File: src/rtl/uart_pkg.sv
// uart_pkg: shared transmitter state type and standard baud divisors for the 50 MHz UART subsystem
package uart_pkg;
  typedef enum logic [2:0] {ST_IDLE, ST_START, ST_DATA, ST_PARITY, ST_STOP} tx_state_t;
  localparam int CLKDIV_115200 = 434;
  localparam int CLKDIV_9600 = 5208;
endpackage

File: src/rtl/uart_sync_fifo.sv
// uart_sync_fifo: single-clock FIFO with occupancy count, shared by the UART transmit and receive paths
module uart_sync_fifo #(
  parameter int WIDTH = 8,
  parameter int DEPTH = 8,
  localparam int AW = $clog2(DEPTH)
) (
  input  logic             clk_i,
  input  logic             rst_i,
  input  logic             push_i,
  input  logic [WIDTH-1:0] din_i,
  input  logic             pop_i,
  output logic [WIDTH-1:0] dout_o,
  output logic             full_o,
  output logic             empty_o,
  output logic [AW:0]      count_o
);
  localparam int CW = AW + 1;
  logic [WIDTH-1:0] mem_q [DEPTH];
  logic [AW-1:0] wr_q, rd_q;
  logic [AW:0] count_q;
  logic do_push, do_pop;
  assign do_push = push_i & ~full_o;
  assign do_pop = pop_i & ~empty_o;
  assign full_o = count_q == CW'(DEPTH);
  assign empty_o = count_q == '0;
  assign dout_o = mem_q[rd_q];
  assign count_o = count_q;
  always_ff @(posedge clk_i or posedge rst_i) begin
    if (rst_i) begin
      wr_q <= '0;
      rd_q <= '0;
      count_q <= '0;
    end else begin
      if (do_push) wr_q <= wr_q + AW'(1);
      if (do_pop) rd_q <= rd_q + AW'(1);
      count_q <= count_q + CW'(do_push) - CW'(do_pop);
    end
  end
  // storage needs no reset: entries are only read after being written
  always_ff @(posedge clk_i) begin
    if (do_push) mem_q[wr_q] <= din_i;
  end
endmodule

File: src/rtl/uart_tx_fifo.sv
// uart_tx_fifo: FIFO-buffered UART transmitter sending back-to-back 8N1 or 8E1/8O1 frames
module uart_tx_fifo import uart_pkg::*; #(
  parameter int CLKDIV = CLKDIV_115200,
  parameter int DEPTH = 8,
  parameter int PARITY_EN = 0,
  parameter int PARITY_ODD = 0
) (
  input  logic                     clk_50M,
  input  logic                     rst,
  input  logic [7:0]               din,
  input  logic                     din_valid,
  output logic                     din_ready,
  output logic                     tx,
  output logic                     busy,
  output logic [$clog2(DEPTH):0]   count
);
  localparam logic [12:0] BAUD_MAX = 13'(CLKDIV - 1);
  tx_state_t state_q;
  logic [12:0] baud_q;
  logic [2:0] bit_q;
  logic [7:0] shift_q, head;
  logic par_q, tx_q, full, empty, last, pop;
  assign last = baud_q == BAUD_MAX;
  // a pop always starts a new frame, either from idle or at the end of a stop bit
  assign pop = ~empty & (state_q == ST_IDLE | (state_q == ST_STOP & last));
  assign din_ready = ~full;
  assign tx = tx_q;
  assign busy = (state_q != ST_IDLE) | ~empty;
  uart_sync_fifo #(.WIDTH(8), .DEPTH(DEPTH)) u_fifo (
    .clk_i  (clk_50M),
    .rst_i  (rst),
    .push_i (din_valid),
    .din_i  (din),
    .pop_i  (pop),
    .dout_o (head),
    .full_o (full),
    .empty_o(empty),
    .count_o(count)
  );
  always_ff @(posedge clk_50M or posedge rst) begin
    if (rst) begin
      state_q <= ST_IDLE;
      baud_q <= '0;
      bit_q <= '0;
      shift_q <= '0;
      par_q <= 1'b0;
      tx_q <= 1'b1;
    end else begin
      baud_q <= (state_q == ST_IDLE || last) ? '0 : baud_q + 13'd1;
      if (pop) begin
        state_q <= ST_START;
        tx_q <= 1'b0;
        shift_q <= head;
        bit_q <= '0;
        par_q <= ^head ^ (PARITY_ODD != 0);
      end else if (last) begin
        case (state_q)
          ST_START: begin
            state_q <= ST_DATA;
            tx_q <= shift_q[0];
          end
          ST_DATA: begin
            shift_q <= shift_q >> 1;
            bit_q <= bit_q + 3'd1;
            if (bit_q == 3'd7) begin
              state_q <= PARITY_EN != 0 ? ST_PARITY : ST_STOP;
              tx_q <= PARITY_EN != 0 ? par_q : 1'b1;
            end else tx_q <= shift_q[1];
          end
          ST_PARITY: begin
            state_q <= ST_STOP;
            tx_q <= 1'b1;
          end
          ST_STOP: begin
            state_q <= ST_IDLE;
            tx_q <= 1'b1;
          end
          default: ;
        endcase
      end
    end
  end
endmodule

File: config.mk
export PLATFORM = sky130hd
export DESIGN_NAME = uart_tx_fifo
export DESIGN_NICKNAME = d
export VERILOG_FILES = /design/src/rtl/uart_pkg.sv /design/src/rtl/uart_sync_fifo.sv /design/src/rtl/uart_tx_fifo.sv
export SDC_FILE = /design/constraint.sdc
export NUM_CORES = 1
export LEC_CHECK = 0
export CORE_MARGIN = 8
export CORE_UTILIZATION = 45
export CTS_BUF_LIST = sky130_fd_sc_hd__clkbuf_8 sky130_fd_sc_hd__clkbuf_16
export DETAILED_ROUTE_END_ITERATION = 12
export DONT_BUFFER_PORTS = 1
export HOLD_SLACK_MARGIN = 0.03
export PLACE_DENSITY = 0.6
export SLEW_MARGIN = 25
export SYNTH_ARGS = -nofsm -noshare
export SYNTH_HDL_FRONTEND = slang
export SYNTH_SLANG_ARGS = --single-unit
File: constraint.sdc
create_clock -name clk_50M -period 6.5 [get_ports clk_50M]
set_input_delay 0.325 -clock clk_50M [delete_from_list [all_inputs] [get_ports clk_50M]]
set_output_delay 0.325 -clock clk_50M [all_outputs]
set_load 0.03 [all_outputs]
==> flow_summary_export.csv <==
group,metric,value,unit
run_status,status,"completed",
hold_path,hold_path_class,"input port to register",
die,dieArea,13380,µm²
synth,synthTopCellsByArea,"edfxtp_1 (43%), dfrtp_1 (21%), mux4_2 (8.1%), ha_1 (3.4%), mux2i_1 (2.5%)",
synth,synth_edf_count,64,
timing,hold_viol,0,
global_route,grt.overflow.total,0,
route,vias_per_cell,5.231,
synth,syn_inst,294,
global_route,grt_pass1_wl,13080,µm
cells_and_area,nets,340,
timing,finalSetupViolCount,0,
timing,finalCriticalPeriod,2822,ps
critical_path,endpoint_kind,"register",
die,start_util,45.94,%
timing,fin_setup_tns,0,ps
route,finalWirelength,7856,µm
cells_and_area,antenna_cells,0,
route,wl_per_cell,17.30,µm
timing,fmax,354.3,MHz
clock_network,clkTransAtPathRegs,90,ps
clock_network,cts_resized,0,
die,num_io_pins,18,
pwr,power,1.437,mW
cells_and_area,final_core_util,51.03,%
critical_path,start_kind,"register",
die,rows,36,
timing,grt_setup_unrepaired,"no",
route,drtIter0Drc,169,
cells_and_area,fillers,835,
cells_and_area,final_layout_size_suffix_gt1_share,14.95,%
die,die_w,115.7,µm
timing,fin_skew,5.711,ps
die,core_region_area,9729,µm²
critical_path,worstSetupPathType,"register to register",
pwr,ir_worst_vdd,0.0001764,V
critical_path,cp_data_arrival_time,2810,ps
global_route,grt_pass1_vias,2528,
placement,routabilityCongestion,0.7349,
global_route,grt_usage,13.17,%
route,ant_nets,0,
route,vias,2375,
synth,synth.distinct_cells,43,
clock_network,cts_buffers,9,
critical_path,cp_data_required_time,6490,ps
route,first_pass_iters,4,
timing,tightest_slew,1005,ps
timing,finalCritPeriodShare,43.42,%
clock_network,root_buffer,"clkbuf_8",
global_route,grt_start_max_net_pins,39,
route,remaining_drc_errors,0,
synth,synth_seq_cells,102,
timing,drv_slew,0,
synth,synth_top_area_share,43.00,%
synth,syn_area,4469,µm²
synth,yosysMostFrequentCell,"edfxtp_1",
synth,ys_seq_area_share,64.31,%
clock_network,htreeDepth,3,
pwr,power_frac_comb,14.0,%
synth,async_flop_share,37.25,%
flow_run,cap_violations,0,
synth,avgSynthCellArea,15.20,µm²
timing,slew_headroom,32.74,%
global_route,antenna_found_initial,0,
pwr,pwr-share-seq,58.6,%
synth,synth_common_cells,"edfxtp_1 (64), dfrtp_1 (37), nor2_1 (29), mux4_2 (16)",
pwr,clkPwrFrac,27.4,%
clock_network,cts_buffer_depth,2,
clock_network,clock_latency,360,ps
pwr,switching_power,402.5,µW
synth,synth_top_area_cell,"edfxtp_1",
clock_network,cts_tree,"yes",
synth,synth_nets,318,
pwr,switching_share,28.02,%
placement,portBuffers,0,
pwr,intPower,1.034,mW
clock_network,post_cts_buffers,0,
critical_path,cp_max_fo,8,
synth,synthFlopType,"edfxtp_1",
pwr,p_leak,1.842,nW
synth,yosysWarnings,0,
die,fp.dieH,115.7,µm
placement,dp_hpwl,4987,µm
pwr,p_per_area,289.4,nW/µm²
cells_and_area,area_delta_synth_final,11.09,%
clock_network,clkSinkCount,102,
==> metal layers <==
layer | up-vias | part of all wire, % | GRT usage, %
met1 | 1188 | 45 | 15.49
met4 | 0 | 2.6 | 6.223
li1 | 1141 | - | -
met2 | 33 | 49 | 21.40
met3 | 13 | 3.9 | 4.377
met5 | - | 0 | 0
==> metrics by stage <==
stage | cell area [µm²] | setup slack [ps] | hold WS, ps | std cells
4_1_cts | 4915 | 3674 | 30.03 | 449
2_1_floorplan | 4469 | 3985 | 423.9 | 294
3_3_place_gp | 4573 | 3563 | 372.9 | 419
3_5_place_dp | 4578 | 3702 | 372.0 | 419
5_1_grt | 4965 | 3515 | 172.0 | 454
6_report | 4965 | 3678 | 172.0 | 454
==> cell families after synthesis <==
family	count (synthesis)	share of synthesized area, %
AO/OA/AOI/OAI	26	4.871
AND/OR/NAND/NOR	82	9.658
multiplexers	28	10.86
XOR/XNOR	17	3.331
flip-flops	102	64.31
adder cells (fa/ha/maj)	13	3.807
buffers and inverters	26	3.163
==> worst paths after layout <==
| check | from | end | slack, ps | cells past startpoint |
|---|---|---|---|---|
| hold reg to reg | baud_q[0] | baud_q[0] | 520 | 1 |
| min in group asynchronous | rst | baud_q[7] | 510 | 3 |
| max in group asynchronous | rst | tx | 5620 | 3 |
| setup / recovery | u_fifo.count_o[2] | u_fifo.mem_q[4][6] | 3680 | 7 |
| setup reg to reg | u_fifo.count_o[2] | u_fifo.mem_q[4][6] | 3680 | 7 |
| hold / removal | din_valid | u_fifo.wr_q[1] | 170 | 3 |
==> registers in the layout, summed over array words and instances, names as in the netlist <==
register        flops
u_fifo.mem_q       64
baud_q             13
shift_q             8
u_fifo.count_o      4
bit_q               3
state_q             3
u_fifo.rd_q         3
u_fifo.wr_q         3
tx                  1
==> timing repair <==
action                     in CTS  in global routing
setup endpoints to repair       0                  0
hold buffers                   14                  5
hold endpoints to repair       60                 27
==> worst max-delay path, stage by stage (launching register included) <==
cell and delay, ps:
dfrtp_1 520, inv_1 140, ha_1 220, or3b_2 320, nand2_1 130, inv_1 150, nand2b_1 160, nor2_1 800
==> area by class of cell <==
| cell class | instances | area (µm²) | share of cell area (%) |
|---|---|---|---|
| multi-input combinational | 166 | 1459 | 29.39 |
| clock inverter | 7 | 72.57 | 1.462 |
| sequential | 102 | 2874 | 57.89 |
| tap | 133 | 166.4 | 3.352 |
| inverter | 15 | 56.30 | 1.134 |
| timing repair buffer | 22 | 212.7 | 4.284 |
| clock buffer | 9 | 123.9 | 2.495 |
==> power by group through the flow <==
stage               Combinational (mW)  Clock (mW)  Sequential, mW
finish                           0.202       0.393           0.842
global route                     0.232       0.429           0.851
CTS                              0.202       0.408           0.843
detailed placement               0.191           0           0.858
global placement                 0.186           0           0.853
floorplan                        0.145           0           0.842
==> cells in the final DEF (no fill, tap or decap), types with 2 or more instances in the layout <==
cell / n
o311ai_0: 2
nand3_1: 15
nor2_1: 29
clkbuf_8: 9
nand2_1: 14
nand2b_1: 3
inv_6: 2
mux4_2: 16
mux2i_1: 11
o2111ai_1: 2
nand4_1: 5
edfxtp_1: 64
xor2_1: 5
a21o_1: 2
ha_1: 12
a21oi_1: 5
xnor2_1: 12
inv_1: 16
o221a_2: 6
clkinv_4: 2
buf_4: 3
o21ai_0: 3
dfrtp_1: 37
nor4_1: 2
nor3_1: 4
dlygate4sd3_1: 19
Power figures use the tool's default switching activity.
